<file path="config.mk">
export PLATFORM = sky130hd
export DESIGN_NAME = rank_sort_buf
export DESIGN_NICKNAME = d
export VERILOG_FILES = /design/src/rtl/rank_sort_buf.sv
export SDC_FILE = /design/constraint.sdc
export NUM_CORES = 1
export LEC_CHECK = 0
export BUFFER_PORTS_ARGS = -buffer_cell sky130_fd_sc_hd__buf_2
export CORE_MARGIN = 2
export CORE_UTILIZATION = 60
export DETAILED_ROUTE_END_ITERATION = 12
export PLACE_DENSITY = 0.79
export SYNTH_ARGS = -nofsm -noshare
export SYNTH_HDL_FRONTEND = slang
export SYNTH_SLANG_ARGS = --single-unit
</file>
<file path="constraint.sdc">
create_clock -name clk -period 6 [get_ports clk]
set_clock_uncertainty 0.05 [all_clocks]
set_input_delay 0.3 -clock clk [delete_from_list [all_inputs] [get_ports clk]]
set_output_delay 0.3 -clock clk [all_outputs]
set_load 0.005 [all_outputs]
</file>
<file path="src/rtl/rank_sort_buf.sv">
// rtl/rank_sort_buf.sv - DEPTH-entry rank-sorted buffer draining an upstream rank stage.
// Optional RANK_SORT_WRAP_EN: serial-number (wrap-tolerant) rank ordering.
module rank_sort_buf #(
    parameter int RANK_WIDTH = 16,
    parameter int META_WIDTH = 16,
    parameter int L2_DEPTH   = 3
) (
    input  logic                  clk,
    input  logic                  rst,
    input  logic                  in_valid,
    input  logic [RANK_WIDTH-1:0] in_rank,
    input  logic [META_WIDTH-1:0] in_meta,
    output logic                  in_remove,
    input  logic                  deq,
    output logic                  valid_out,
    output logic [RANK_WIDTH-1:0] rank_out,
    output logic [META_WIDTH-1:0] meta_out,
    output logic [L2_DEPTH:0]     count,
    output logic                  full
);
    localparam int DEPTH = 1 << L2_DEPTH;

    logic [RANK_WIDTH-1:0] rank_q [DEPTH];
    logic [RANK_WIDTH-1:0] rank_d [DEPTH];
    logic [META_WIDTH-1:0] meta_q [DEPTH];
    logic [META_WIDTH-1:0] meta_d [DEPTH];
    logic [L2_DEPTH:0]     count_q, count_d;

    logic [RANK_WIDTH-1:0] shift_rank [DEPTH];
    logic [META_WIDTH-1:0] shift_meta [DEPTH];
    logic [DEPTH-1:0]      keep;
    logic [L2_DEPTH:0]     remain;
    logic                  deq_fire;
    logic                  enq_fire;

    function automatic logic rank_before(input logic [RANK_WIDTH-1:0] a,
                                         input logic [RANK_WIDTH-1:0] b);
`ifdef RANK_SORT_WRAP_EN
        logic [RANK_WIDTH-1:0] diff;
        diff = a - b;
        return diff[RANK_WIDTH-1];
`else
        return a < b;
`endif
    endfunction

    assign full      = (count_q == (L2_DEPTH+1)'(DEPTH));
    assign count     = count_q;
    assign valid_out = (count_q != '0);
    assign rank_out  = rank_q[0];
    assign meta_out  = meta_q[0];
    assign in_remove = in_valid && !full && !rst;

    always_comb begin
        deq_fire = deq && valid_out;
        enq_fire = in_remove;
        remain   = count_q - (L2_DEPTH+1)'(deq_fire);
        count_d  = count_q;
        keep     = '0;
        for (int j = 0; j < DEPTH; j++) begin
            shift_rank[j] = rank_q[j];
            shift_meta[j] = meta_q[j];
            rank_d[j]     = rank_q[j];
            meta_d[j]     = meta_q[j];
        end

        if (deq_fire) begin
            for (int j = 0; j < DEPTH - 1; j++) begin
                shift_rank[j] = rank_q[j+1];
                shift_meta[j] = meta_q[j+1];
            end
        end

        // Sorted order makes keep a prefix; the new entry lands just past it (after equal ranks).
        for (int j = 0; j < DEPTH; j++) begin
            keep[j] = ((L2_DEPTH+1)'(j) < remain) && !rank_before(in_rank, shift_rank[j]);
        end

        for (int j = 0; j < DEPTH; j++) begin
            rank_d[j] = shift_rank[j];
            meta_d[j] = shift_meta[j];
            if (enq_fire && !keep[j]) begin
                if (j == 0 || keep[(j == 0) ? 0 : j-1]) begin
                    rank_d[j] = in_rank;
                    meta_d[j] = in_meta;
                end else begin
                    rank_d[j] = shift_rank[(j == 0) ? 0 : j-1];
                    meta_d[j] = shift_meta[(j == 0) ? 0 : j-1];
                end
            end
        end

        if (enq_fire && !deq_fire) begin
            count_d = count_q + 1'b1;
        end else if (deq_fire && !enq_fire) begin
            count_d = count_q - 1'b1;
        end

        if (rst) begin
            count_d = '0;
            for (int j = 0; j < DEPTH; j++) begin
                rank_d[j] = '0;
                meta_d[j] = '0;
            end
        end
    end

    always_ff @(posedge clk) begin
        count_q <= count_d;
        for (int j = 0; j < DEPTH; j++) begin
            rank_q[j] <= rank_d[j];
            meta_q[j] <= meta_d[j];
        end
    end
endmodule

</file>
# == Word level (Yosys, flattened, before mapping) ==
# Memories as Yosys holds them, arrays and structs flattened.
# Index checks and enable logic that the tools add are counted.
# word_totals
ff_bits,4
elab_cells,102
mem_count,2
ram_bits,256
# memory_table
name,depth,word_bits,rd,rd_clocked_by_memory_dff,write_ports,line,rtl
meta_q,8,16,8,0,8,25,logic [META_WIDTH-1:0] meta_q [DEPTH];
rank_q,8,16,8,0,8,23,logic [RANK_WIDTH-1:0] rank_q [DEPTH];
# op_classes
magnitude_cmp,16
n_reduce_logical,43
eq_ne,1
muxes,36
add_sub_neg,3
# op_table
cell,count
16-bit 2-to-1 mux,30
128-bit 2-to-1 mux,2
112-bit 2-to-1 mux,2
16-bit < comparator,8
1-bit logical AND,21
1-bit logical NOT,20
3-bit by 4-bit < comparator with 1-bit output (first input constant),4
1-bit by 4-bit < comparator with 1-bit output (first input constant),2
2-bit by 4-bit < comparator with 1-bit output (first input constant),2
4-bit 2-to-1 mux,2
4-bit by 1-bit adder with 4-bit output (second input constant),1
4-bit == test (second input constant),1
4-bit nonzero test,1
4-bit by 1-bit subtractor with 4-bit output,1
4-bit by 1-bit subtractor with 4-bit output (second input constant),1
2-bit nonzero test,1

# == Depth between registers and ports, before layout ==
# Gate-level depths: netlist of run 1.
# logic_depth
depth_word,10
mapped_depth,19
depth_no_buf,13

# == Worst setup path before layout of run 1 ==
# OpenSTA, ideal clock, no wires.
# synth_path
path_type,register to register
startpoint,register count_q[3] (netlist: count[3])
endpoint,memory rank_q[4][10] (netlist: rank_q[1][10])
setup_ns,0.087
arrival_time_ns,3.958
slack_ns,1.905
synth_period_minus_slack_ns,4.095
stages_incl_launch_ff,19
cell_sequence,dfxtp_1 -> buf_6 -> nor4_4 -> nor2b_1 -> buf_4 -> inv_6 -> clkbuf_1 -> buf_2 -> mux2i_1 -> ha_1 -> and2_1 -> a221oi_1 -> o21ai_0 -> a32oi_1 -> and2_1 -> buf_1 -> clkbuf_1 -> o211ai_1 -> o31ai_1
# synth_lines
element,line,rtl
start: declaration,27,"logic [L2_DEPTH:0] count_q, count_d;"
start signal: assignment,109,count_q <= count_d;
end: declaration,23,

==> results_dict.tcl, run 1 <==
set metrics [dict create \
    power_per_cell_area_nw_per_um2 590 \
    vdd_ir_drop_max_v 0.000374 \
    yosys_warnings 0 \
    max_freq_mhz 198 \
    p_leak_uw 0.00799 \
    dieArea_um2 29900 \
    gp_congestion 0.907 \
    yosysTopAreaCell "dfxtp_1" \
    synth-async-reset-ratio_pct 0 \
    slew_headroom_pct 25.8 \
    clk_latency_ps 550 \
    vias_per_cell 6.26 \
    setup_viol 0 \
    syn-cell-area_um2 17100 \
    start_util_pct 61.2 \
    nets 2194 \
    synth-edff-count 0 \
    die_h_um 173 \
    cts_resized 0 \
    grt_max_degree 226 \
    route.vias.total 15218 \
    wirelength_um 43900 \
    crit_top_cell "o21ai_0" \
    cts_tree "yes" \
    period_needed_ps 5040 \
    status "completed" \
    overflow 0 \
    fin_crit_sh_pct 84.1 \
    synth_top_area_share_pct 30.4 \
    ios 75 \
    cp_max_fo 108 \
    arrival_ps 5450 \
    fin_setup_tns_ps 0 \
    final_common_cell "nand2_1" \
    syn_avg_cell_area_um2 8.15 \
    clock_path_buffers 3 \
    dp_hpwl_um 29400 \
    tightestPinTransition_ps 1110 \
    cp.required_ps 6410 \
    cts_made_buffers 29 \
    path_clk_slew_ps 60 \
    hold_viol 0 \
    fillers 2317 \
    hold_path.class "primary input to flip-flop" \
    rows 61 \
    coreArea_um2 27900 \
    slowest_stage "o21a_2" \
    grt_pass1_wl_um 72500 \
    ys_ff_latch 260 \
    port-buffer-count 74 \
    die_w_um 173 \
    ant_nets 0 \
    register_area_um2 5200 \
    critPathMaxStageDelay_ps 820 \
    dr.first_iter.drc_count 1598 \
    p_total_uw 10800 \
    end_kind "flip-flop" \
    antenna_found_initial 2 \
    synth.distinct_cells 63 \
    grt_pass1_vias 14017 \
    drv_slew 0 \
    drv_cap 0 \
    final_cell_mix "nand2_1 (333), dfxtp_1 (260), mux2i_1 (230)" \
    post-cts-setup-buffers 0 \
    area.growth.synth_to_final_pct 6.68 \
    worstSetupPathType "flip-flop to flip-flop" \
    avgRoutedWirePerCell_um 18.1 \
    ys.flop_type "dfxtp_1" \
    cp_cell_sequence "nor4_4 -> buf_4 -> nor2b_4 -> clkinv_8 -> mux2i_1 -> ha_1 -> a21oi_1 -> o21ai_0 -> a221oi_1 -> o2111a_2 -> o21a_2 -> o21ai_0 -> o22ai_1" \
    yosysSeqAreaShare_pct 30.4 \
    clock_sinks 260 \
    holdBufCountCts 0 \
    drc 0 \
    yosys-top-cells-area "dfxtp_1 (30%), mux2i_1 (13%), ha_1 (9.1%)" \
    cts-root-buf "clkbuf_16" \
    grt_usage_pct 28.2 \
    netlist_instances 2099 \
    rsz0062_at_grt "no" \
    multi_input_area_um2 10900 \
    final_layout_size_suffix_gt1_share_pct 9.50 \
    ctsHtreeMaxLevel 1 \
    worstSetupStartpointType "flip-flop" \
    drt_first_pass_iters 6 \
    syn_nets 2261 \
]
-- report_power, final --
part | switching [uW] | internal, uW | leakage [uW]
clock | 733 | 1030 | 0.000468
sequential | 463 | 2460 | 0.00213
combinational | 3670 | 2400 | 0.00540
-- worst paths after layout --
path / start / to / slack (ps) / cells after the start
setup / recovery: count[2] / meta_q[0][53] / 960 / 13
hold / removal: rst / count[2] / 30 / 2
setup reg to reg: count[2] / meta_q[0][53] / 960 / 13
hold reg to reg: meta_q[1][62] / meta_q[1][62] / 430 / 2
-- routing by layer --
layer / track usage [%] / wire length (um)
met5: 0 / 0
met4: 7.06 / 783
met3: 3.76 / 3600
met2: 42.2 / 18600
met1: 42.5 / 21000
-- critical path, delay by kind of cell (launching register included) --
kind                     cells  cell delay, ps
AO/OA/AOI/OAI                7            2450
buffers and inverters        2             640
flip-flops                   1             620
multiplexers                 1             470
adder cells (fa/ha/maj)      1             310
AND/OR/NAND/NOR              2             250
-- state kept, by name, indices dropped and copies added, names as in the netlist --
name and count:
count 4, meta_q 128, rank_q 128
-- cell families (layout without fill, tap and decap cells) --
family	after synthesis	in the layout	synth area share (%)
compound gates	539	539	20.7
xor+xnor	5	5	0.256
fa+ha+maj	126	126	9.26
buf+inv	234	187	6.39
flops	260	260	30.4
mux	232	232	13.6
other cells	0	2	0
simple gates	703	703	19.4
-- per-stage QoR --
| step | area (um2) | instances | setup WS, ps | util, % | hold WS [ps] |
|---|---|---|---|---|---|
| 2_1_floorplan | 17100 | 2099 | 1900 | - | 358 |
| 3_3_place_gp | 17300 | 2379 | 1280 | 61.9 | 410 |
| 3_5_place_dp | 17300 | 2379 | 1070 | 61.9 | 416 |
| 4_1_cts | 18200 | 2430 | 1040 | 65.3 | 19.5 |
| 5_1_grt | 18200 | 2432 | 564 | 65.3 | 39.4 |
| 6_report | 18200 | 2432 | 957 | 65.3 | 31.2 |
-- synth_stat cells, drive strengths merged (5+ instances only) --
| cell type | count |
|---|---|
| a211o | 31 |
| a211oi | 6 |
| a21oi | 78 |
| a221oi | 5 |
| a31o | 16 |
| and2 | 54 |
| and3 | 15 |
| and4 | 8 |
| buf | 89 |
| clkbuf | 104 |
| dfxtp | 260 |
| ha | 125 |
| inv | 41 |
| mux2i | 230 |
| nand2 | 334 |
| nand2b | 100 |
| nand3 | 12 |
| nand4 | 10 |
| nor2 | 106 |
| nor2b | 8 |
| nor3 | 22 |
| o211ai | 54 |
| o21ai | 157 |
| o22ai | 49 |
| o31ai | 67 |
| o32ai | 47 |
| or2 | 18 |
| or3 | 5 |
-- cell type report --
cell class / instances / area share (%)
repair buffers: 95 / 3.07
flip-flops and latches: 260 / 28.5
well taps: 378 / 2.59
multi-input cells: 1605 / 59.7
clock inverters: 9 / 0.398
diodes: 2 / 0.0274
clock buffers: 42 / 4.74
inverters: 41 / 0.912
(Power assumes the default switching activity.)
==> run 2, diff against run 1 <==
Clock period 6 ns to 5.1 ns, I/O delays scaled along.
==> results_dict.tcl, run 2 (synthesis results as in run 1) <==
set metrics [dict create \
    final_layout_size_suffix_gt1_share_pct 9.30 \
    fin_setup_tns_ps 0 \
    start_util_pct 61.2 \
    vdd_ir_drop_max_v 0.000417 \
    cts_made_buffers 29 \
    p_int_uw 6920 \
    die_w_um 173 \
    ios 75 \
    holdPathStages 3 \
    hold_path.class "primary input to flip-flop" \
    ctsHtreeMaxLevel 1 \
    worstSetupStartpointType "flip-flop" \
    port-buffer-count 74 \
    drv_slew 0 \
    cp.required_ps 5520 \
    slowest_stage "o21a_2" \
    fillers 2306 \
    end_kind "flip-flop" \
    grt_pass1_wl_um 70500 \
    seq_power_share_pct 27.3 \
    gp_congestion 0.919 \
    status "completed" \
    clock_sinks 260 \
    route.vias.total 15080 \
    cts_tree "yes" \
    tightestPinTransition_ps 1020 \
    power_per_cell_area_nw_per_um2 684 \
    nets 2207 \
    rsz0062_at_grt "no" \
    hold_viol 0 \
    die_h_um 173 \
    vias_per_cell 6.17 \
    clk_latency_ps 550 \
    r2r_cells 12 \
    p_sw_uw 5620 \
    p_leak_uw 0.00803 \
    clock_path_buffers 3 \
    grt_pass1_vias 13789 \
    avgRoutedWirePerCell_um 17.3 \
    setup_viol 0 \
    dp_hpwl_um 28800 \
    ant_nets 0 \
    clkPwrFrac_pct 16.1 \
    overflow 0 \
    antenna_found_initial 1 \
    final_common_cell "nand2_1" \
    critPathMaxStageDelay_ps 830 \
    arrival_ps 5100 \
    max_freq_mhz 213 \
    dr.first_iter.drc_count 1724 \
    swShare_pct 44.8 \
    final_cell_mix "nand2_1 (333), dfxtp_1 (260), mux2i_1 (230)" \
    post-cts-setup-buffers 0 \
    multi_input_area_um2 10900 \
    fin_crit_sh_pct 91.8 \
    crit_top_cell "o21ai_0" \
    drv_cap 0 \
    cp_cell_sequence "nor4_4 -> nor2b_4 -> clkinv_8 -> mux2i_1 -> ha_1 -> a21oi_1 -> o21ai_0 -> a221oi_1 -> o2111a_2 -> o21a_2 -> o21ai_0 -> o22ai_1" \
    rows 61 \
    cts-root-buf "clkbuf_16" \
    p_comb_share_pct 56.6 \
    holdBufCountCts 9 \
    worst_slack_ps 416 \
    cp_max_fo 76 \
    cts_resized 0 \
    grt_usage_pct 27.4 \
    slew_headroom_pct 32.0 \
    register_area_um2 5200 \
    grt_max_degree 194 \
    path_clk_slew_ps 60 \
    drc 0 \
    drt_first_pass_iters 5 \
    area.growth.synth_to_final_pct 7.25 \
    dieArea_um2 29900 \
    wirelength_um 42400 \
    pre_cts_slack_ps 478 \
    coreArea_um2 27900 \
    worstSetupPathType "flip-flop to flip-flop" \
    period_needed_ps 4680 \
    diodes 0 \
]
run 2: through the flow:
stage	cells	instance area, um2	total power [uW]	hold WS, ps	utilization [%]
floorplan	2099	17100	8950	313	-
global placement	2383	17300	10100	412	62.1
detailed placement	2383	17300	10400	420	62.1
CTS	2443	18300	12400	0.743	65.7
global route	2443	18300	13500	27.7	65.7
finish	2443	18300	12500	25.6	65.7
run 2: cell type report:
class | count | share of cell area [%]
Multi-Input combinational cell | 1605 | 59.4
Sequential cell | 260 | 28.4
Clock buffer | 46 | 4.63
Timing Repair Buffer | 108 | 3.77
Tap cell | 378 | 2.58
Inverter | 41 | 0.907
Clock inverter | 5 | 0.314
run 2: critical path: cells and delay by family (launching register included):
family | cells | cell delay [ps]
AO/OA/AOI/OAI | 7 | 2490
flip-flops | 1 | 630
multiplexers | 1 | 420
buffers and inverters | 1 | 320
adder cells (fa/ha/maj) | 1 | 310
AND/OR/NAND/NOR | 2 | 300
run 2: power groups by stage:
| stage | logic (uW) | clock network, uW | registers (uW) |
|---|---|---|---|
| 4_1_cts | 6990 | 2040 | 3400 |
| 6_report | 7090 | 2020 | 3420 |
| 3_5_place_dp | 6910 | 0 | 3450 |
| 2_1_floorplan | 5700 | 0 | 3250 |
| 3_3_place_gp | 6730 | 0 | 3400 |
| 5_1_grt | 7890 | 2130 | 3510 |
run 2: worst paths after layout:
path | from | endpoint | slack, ps
hold / removal | in_meta[8] | meta_q[0][8] | 30
hold reg to reg | rank_q[1][52] | rank_q[1][52] | 430
setup reg to reg | count[2] | meta_q[0][61] | 420
setup / recovery | count[2] | meta_q[0][61] | 420
run 2: layer usage:
layer  global-route usage (%)  routed length [um]
met4                     6.64                 898
met3                     3.45                3040
met5                        0                  13
met1                     42.9               21100
met2                     39.2               17300
